### src/rtl/mips_pkg.sv
// rtl/mips_pkg.sv - shared fetch-path types and constants
// Contents:
//   fetch_entry_t : one buffered fetch slot {pc, instr}
//   FQ_DEPTH      : default fetch queue depth
//   FQ_WIDTH      : width of pc and instr
package mips_pkg;

    localparam int FQ_DEPTH = 4;
    localparam int FQ_WIDTH = 32;

    typedef struct packed {
        logic [31:0] pc;
        logic [31:0] instr;
    } fetch_entry_t;

endpackage

### src/rtl/inst_fetch_queue_if.sv
// rtl/inst_fetch_queue_if.sv - fetch-side and decode-side handshakes of the fetch queue
// Signals:
//   in_valid/in_ready/in_pc/in_instr     : fetch stage -> queue
//   out_valid/out_ready/out_pc/out_instr : queue -> fetch/decode register
// Modports:
//   master : the pipeline around the queue (fetch drives in_*, decode drives out_ready)
//   slave  : the queue itself
interface inst_fetch_queue_if #(
    parameter int WIDTH = 32
);
    logic             in_valid;
    logic             in_ready;
    logic [WIDTH-1:0] in_pc;
    logic [WIDTH-1:0] in_instr;
    logic             out_valid;
    logic             out_ready;
    logic [WIDTH-1:0] out_pc;
    logic [WIDTH-1:0] out_instr;

    modport master (
        output in_valid, in_pc, in_instr, out_ready,
        input  in_ready, out_valid, out_pc, out_instr
    );

    modport slave (
        input  in_valid, in_pc, in_instr, out_ready,
        output in_ready, out_valid, out_pc, out_instr
    );
endinterface

### src/rtl/inst_fetch_queue.sv
// rtl/inst_fetch_queue.sv - DEPTH-entry circular instruction fetch queue
// Ports:
//   clk   : pipeline clock, all state changes on the rising edge
//   reset : synchronous active-high, empties the queue
//   flush : synchronous clear from the hazard unit, empties the queue
//   bus   : slave side of the fetch/decode handshakes
//   count : current occupancy
// Downstream the fetch/decode register uses en = out_ready and
// clr = flush || (!out_valid && out_ready) to insert a bubble on an empty pop.
module inst_fetch_queue
    import mips_pkg::*;
#(
    parameter int DEPTH = FQ_DEPTH
) (
    input  logic                   clk,
    input  logic                   reset,
    input  logic                   flush,
    inst_fetch_queue_if.slave      bus,
    output logic [$clog2(DEPTH):0] count
);

    localparam int PW = $clog2(DEPTH);
    localparam int CW = PW + 1;
    localparam logic [CW-1:0] FULL_COUNT = CW'(DEPTH);
    localparam logic [CW-1:0] ONE_COUNT  = CW'(1);
    localparam logic [PW-1:0] ONE_PTR    = PW'(1);

    fetch_entry_t mem [DEPTH];

    logic [PW-1:0] rd_ptr;
    logic [PW-1:0] wr_ptr;
    logic          push;
    logic          pop;

    // Both handshakes depend only on registered count, so a full queue
    // refuses a push even when decode pops in the same cycle.
    assign bus.in_ready  = (count != FULL_COUNT);
    assign bus.out_valid = (count != '0);
    assign push          = bus.in_valid && bus.in_ready;
    assign pop           = bus.out_valid && bus.out_ready;

    // Head is read straight from storage; when empty it shows a stale entry.
    assign bus.out_pc    = mem[rd_ptr].pc;
    assign bus.out_instr = mem[rd_ptr].instr;

    // Entry contents are never cleared; a push dropped by reset/flush is
    // harmless because wr_ptr does not advance over it.
    always_ff @(posedge clk) begin
        if (push) begin
            mem[wr_ptr] <= '{pc: bus.in_pc, instr: bus.in_instr};
        end
    end

    always_ff @(posedge clk) begin
        if (reset || flush) begin
            rd_ptr <= '0;
            wr_ptr <= '0;
            count  <= '0;
        end else begin
            if (push) begin
                wr_ptr <= wr_ptr + ONE_PTR;
            end
            if (pop) begin
                rd_ptr <= rd_ptr + ONE_PTR;
            end
            unique case ({push, pop})
                2'b10:   count <= count + ONE_COUNT;
                2'b01:   count <= count - ONE_COUNT;
                default: count <= count;
            endcase
        end
    end

endmodule
### src/flat_wrapper.sv
// flat-port wrapper written by rule: the top's interface ports become plain ports
module inst_fetch_queue_flat import mips_pkg::*;
#(
    parameter int DEPTH = FQ_DEPTH
)
  (clk, reset, flush, count, bus_in_valid, bus_in_pc, bus_in_instr, bus_out_ready, bus_in_ready, bus_out_valid, bus_out_pc, bus_out_instr);
  inst_fetch_queue_if bus_i ();
  input  logic clk;
  input  logic reset;
  input  logic flush;
  output logic [$clog2(DEPTH):0] count;
  input wire logic [$bits(bus_i.in_valid)-1:0] bus_in_valid;
  input wire logic [$bits(bus_i.in_pc)-1:0] bus_in_pc;
  input wire logic [$bits(bus_i.in_instr)-1:0] bus_in_instr;
  input wire logic [$bits(bus_i.out_ready)-1:0] bus_out_ready;
  output wire logic [$bits(bus_i.in_ready)-1:0] bus_in_ready;
  output wire logic [$bits(bus_i.out_valid)-1:0] bus_out_valid;
  output wire logic [$bits(bus_i.out_pc)-1:0] bus_out_pc;
  output wire logic [$bits(bus_i.out_instr)-1:0] bus_out_instr;
  assign bus_i.in_valid = bus_in_valid;
  assign bus_i.in_pc = bus_in_pc;
  assign bus_i.in_instr = bus_in_instr;
  assign bus_i.out_ready = bus_out_ready;
  assign bus_in_ready = bus_i.in_ready;
  assign bus_out_valid = bus_i.out_valid;
  assign bus_out_pc = bus_i.out_pc;
  assign bus_out_instr = bus_i.out_instr;
  inst_fetch_queue #(.DEPTH(DEPTH)) u_core (.clk(clk), .reset(reset), .flush(flush), .bus(bus_i), .count(count));
endmodule
### config.mk
export PLATFORM = sky130hd
export DESIGN_NAME = inst_fetch_queue_flat
export DESIGN_NICKNAME = d
export VERILOG_FILES = /design/src/rtl/mips_pkg.sv /design/src/rtl/inst_fetch_queue_if.sv /design/src/rtl/inst_fetch_queue.sv /design/src/flat_wrapper.sv
export SDC_FILE = /design/constraint.sdc
export NUM_CORES = 1
export LEC_CHECK = 0
export CAP_MARGIN = 20
export CELL_PAD_IN_SITES_DETAIL_PLACEMENT = 0
export CELL_PAD_IN_SITES_GLOBAL_PLACEMENT = 1
export CORE_MARGIN = 2
export CORE_UTILIZATION = 26
export DETAILED_ROUTE_END_ITERATION = 10
export GPL_TIMING_DRIVEN = 0
export PLACE_DENSITY = 0.54
export RECOVER_POWER = 25
export SLEW_MARGIN = 10
export SYNTH_ARGS = -nofsm -noshare
export SYNTH_HDL_FRONTEND = slang
export SYNTH_SLANG_ARGS = --single-unit
### constraint.sdc
create_clock -name clk -period 3.09 [get_ports clk]
set_input_delay 0.618 -clock clk [delete_from_list [all_inputs] [get_ports clk]]
set_output_delay 0.618 -clock clk [all_outputs]
set_load 0.1 [all_outputs]
---- After elaboration in Yosys (flattened, before gate mapping) ----
Memories as Yosys holds them, arrays and structs flattened. A register that Yosys moved wholly into a read port is not among the register bits.
Index checks and enable logic that the tools add are counted.
word-level totals
  memory bits (read-only) ................. 0
  latch bits .............................. 0
  input bits .............................. 69
  memory bits (writable) .................. 256
  flip-flop bits (word level) ............. 7
  memories kept ........................... 1
  logic and storage cells ................. 21
  output and inout port bits .............. 69
cells by class
  eq/ne operators ......................... 3
  div/mod/pow operators ................... 0
  multipliers ............................. 0
  bitwise gates (word level) .............. 0
  shift operators ......................... 0
  add/subtract/negate cells ............... 4
  order comparisons ....................... 0
  multiplexer cells ....................... 5
  reductions and logical operators ........ 5
memories
  name        depth  bits a word  rd ports  clocked after Yosys merged registers in  write ports  RTL line                text
  u_core.mem  4      64           1         1                                        1            inst_fetch_queue.sv:28  fetch_entry_t mem [DEPTH];
operator list
  operator                                                               count
  3-bit case mux with 2 select lines                                     1
  2-bit by 1-bit adder with 2-bit output, second input constant          2
  2-bit 2-to-1 mux                                                       2
  3-bit by 1-bit adder with 3-bit output, second input constant          1
  3-bit inequality test, second input constant                           1
  3-bit nonzero test                                                     1
  3-bit by 1-bit subtractor with 3-bit output, second input constant     1
  2-bit by 1-bit equality test with 1-bit output, second input constant  1
  2-bit equality test, second input constant                             1
  1-bit logical AND                                                      2
  1-bit 2-to-1 mux                                                       2
  2-bit nonzero test                                                     1
  1-bit logical OR                                                       1

---- Longest topological paths before layout ----
  depth after elaboration ................. 4
  mapped depth ............................ 9
  depth with buffers taken out ............ 8

---- Worst setup path after synthesis ----
OpenSTA, ideal clock, no wires.
  path kind ............................... flip-flop to flip-flop
  from .................................... register u_core.count[0]
  to ...................................... memory u_core.mem[0][0] in the netlist's numbering, enable pin
  arrival time ............................ 3347 ps
  setup time .............................. 429 ps
  stages on the path, launching flop included .. 4
  path slack .............................. -686 ps
  cells stage by stage .................... dfxtp_1 or3b_1 buf_2 and3_1
between the ends
  longest elaborated chain between the ends .. 4
RTL lines
  element                                 RTL line                text
  start: declaration                      inst_fetch_queue.sv:19  output logic [$clog2(DEPTH):0] count
  start signal: assignment                inst_fetch_queue.sv:67  2'b10: count <= count + ONE_COUNT;
  start signal: assignment                inst_fetch_queue.sv:68  2'b01: count <= count - ONE_COUNT;
  start signal: assignment                inst_fetch_queue.sv:69  default: count <= count;
  3-bit inequality test                   inst_fetch_queue.sv:37  assign bus.in_ready = (count != FULL_COUNT);
  via bus_in_ready                        flat_wrapper.sv:16      output wire logic [$bits(bus_i.in_ready)-1:0] bus_in_ready;
  1-bit logical AND                       inst_fetch_queue.sv:39  assign push = bus.in_valid && bus.in_ready;
  1-bit 2-to-1 mux                        inst_fetch_queue.sv:49  if (push) begin
  1-bit 2-to-1 mux (not written as such)  inst_fetch_queue.sv:50  mem[wr_ptr] <= '{pc: bus.in_pc, instr: bus.in_instr};
  end: declaration                        inst_fetch_queue.sv:28
The timed path passes the listed nets, and every way through them passes these cells.

==> flow_metrics.tcl <==
set metrics [dict create \
    wire_per_inst_um 18.6 \
    critPathKind "flip-flop to output pin" \
    postRouteAntennaNets 0 \
    rsz0062_at_grt "false" \
    finalHoldViolCount 0 \
    initial_core_util 0.262 \
    fin_nets 634 \
    p_leak_nw 4.06 \
    cts_buffer_depth 3 \
    ios 138 \
    grt_pass1_vias 4983 \
    grt_pass1_wl_mm 30.4 \
    holdWs_ns 0.517 \
    clk_latency_ns 0.55 \
    regArea_mm2 0.00787 \
    layout-drive-gt1-share 0.325 \
    drc 0 \
    die-width_um 198 \
    dieArea_mm2 0.0392 \
    hold_buffers 0 \
    grt_max_degree 45 \
    core_area_mm2 0.0374 \
    crit_path_start_kind "flip-flop" \
    path_clk_slew_ns 0.06 \
    slew_headroom 0.296 \
    skew_ns 0.0135 \
    syn_area_mm2 0.00979 \
    synth_cell_types 26 \
    period_minus_slack_ns 2.95 \
    vdd_drop_max_mv 0.546 \
    n_fill_cell 3497 \
    dpl.cell_count 1039 \
    drt_iter0_drc 210 \
    final_cell_mix "256 x edfxtp_1, 60 x mux4_2, 42 x clkdlybuf4s15_2, 39 x dlygate4sd3_1, 33 x clkdlybuf4s50_1" \
    powerDensity_mw_per_mm2 651 \
    synth_nets 462 \
    period_share 0.955 \
    end_kind "output pin" \
    crit_required_ns 2.47 \
    yosysSeqAreaShare 0.803 \
    fmax_mhz 339 \
    tritoncts "built" \
    place_congestion 0.688 \
    drv_cap 0 \
    clock_sinks 265 \
    multi_input_comb_area_mm2 0.00175 \
    fp-row-count 71 \
    synthCells 387 \
    syn_area_per_cell_um2 25.3 \
    worst_pin_slew_ns 1.06 \
    first_pass_iters 4 \
    hold_class "flip-flop to flip-flop" \
    portBuffers 137 \
    grt.total_usage 0.104 \
    synth_warnings 0 \
    fin_util 0.344 \
    die_h_um 198 \
    grt_overflow 0 \
    cts_htree_levels 1 \
    cts-root-buf "clkbuf_16" \
    fin_cells 1095 \
    cts_made_buffers 29 \
    hpwl_mm 12.8 \
    antenna_found_initial 3 \
    ys_ff_latch 265 \
    wirelength_mm 20.4 \
    vias_per_cell 4.11 \
    area_growth_pct 31.3 \
    cp.arrival_ns 2.33 \
    finalSetupViolCount 0 \
    mostFrequentLayoutCell "edfxtp_1" \
    status "finished clean" \
    path_max_fanout 10 \
    num_vias 4503 \
    maxSlewViolCount 0 \
]
[timing repair]
| action | in CTS | in global routing |
|---|---|---|
| buffers inserted | 0 | 0 |
| gates cloned | 0 | 0 |
| endpoints found under the setup margin | 65 | 15 |
| resized for setup | 195 | 30 |
[synthesized netlist by cell type]
library cell    n  area (um^2)
buf_2           7         35.0
edfxtp_1      256         7690
a21oi_1         2         10.0
nand2_4         1         11.3
nor2_1          7         26.3
and3_1          4         25.0
xnor2_1         1         8.76
o31a_1          1         8.76
buf_6           1         11.3
o21ai_0         1         5.00
or3_1           2         12.5
nand2_1         4         15.0
mux4_1          4          105
ha_1            5         62.6
inv_1           5         18.8
clkbuf_1        1         3.75
or2_2           1         6.26
o311ai_0        1         8.76
or3b_1          1         8.76
fa_1            1         20.0
dfxtp_1         9          180
mux4_2         60         1350
buf_12          6          120
clkbuf_2        1         5.00
mux2i_1         2         20.0
xor2_1          3         26.3
[kinds of logic (layout without fill, tap and decap cells)]
| logic type | after synthesis | count (layout) | share of synthesized area |
|---|---|---|---|
| muxes | 66 | 66 | 0.151 |
| buffers and inverters | 21 | 215 | 0.0198 |
| adders and majority gates | 6 | 6 | 0.00843 |
| xor gates and xnor gates | 4 | 4 | 0.00358 |
| AOI/OAI and AO/OA | 5 | 5 | 0.00332 |
| and+or+nand+nor | 20 | 20 | 0.0107 |
| DFF | 265 | 265 | 0.803 |
| other | 0 | 3 | 0 |
[worst max-delay path, cell delays in order, from the launching register on]
cell,delay (ns)
dfxtp_1,0.31
clkbuf_2,0.32
buf_2,0.35
mux4_2,0.34
clkdlybuf4s15_2,0.48
[path summary, 6_finish.rpt]
kind	startpoint	slack, ns	end	cells past startpoint
setup / recovery	flip-flop	0.14	bus_out_instr[24]	4
hold / removal	u_core.wr_ptr[1]	0.52	u_core.wr_ptr[1]	2
setup reg to reg	u_core.count[1]	0.69	u_core.count[2]	9
hold reg to reg	u_core.wr_ptr[1]	0.52	u_core.wr_ptr[1]	2
[state kept, by name, summed over array words and instances (netlist names), named ones only]
name / flops
u_core.count: 3
u_core.rd_ptr: 2
u_core.mem: 256
u_core.wr_ptr: 2
[final cells by class]
type,count,area share
Clock buffer,32,0.0573
Clock inverter,21,0.0162
Buffer,16,0.0144
Timing Repair Buffer,141,0.112
Antenna cell,3,0.000584
Sequential cell,265,0.612
Inverter,5,0.00146
Tap cell,511,0.0497
Multi-Input combinational cell,101,0.136
[power by group]
group	switching (W)	leakage [nW]	total [W]	internal [W]
Combinational	0.000669	1.18	0.000911	0.000242
Sequential	0.0000223	2.42	0.00406	0.00404
Clock	0.00135	0.457	0.00339	0.00204
[routing by layer]
metal,wire [um],up-vias,part of all wire,track usage
li1,-,2005,-,-
met1,8390,2349,0.41,0.128
met2,10400,106,0.51,0.180
met3,1090,41,0.054,0.0269
met4,471,2,0.023,0.0323
met5,17,-,0.00083,0
[per-stage QoR]
step | setup TNS [ns] | worst slack [ns] | instance area (um^2) | total power, W
finish | 0 | 0.139 | 12900 | 0.00836
CTS | 0 | 0.0000269 | 12900 | 0.00852
global route | 0 | 0.00840 | 12900 | 0.00866
global placement | -31.87 | -0.141 | 11800 | 0.00508
floorplan | 0 | 0.0138 | 9800 | 0.00479
detailed placement | -0.466 | -0.0974 | 11900 | 0.00510
Note: power is estimated with default switching activity, not from simulation.
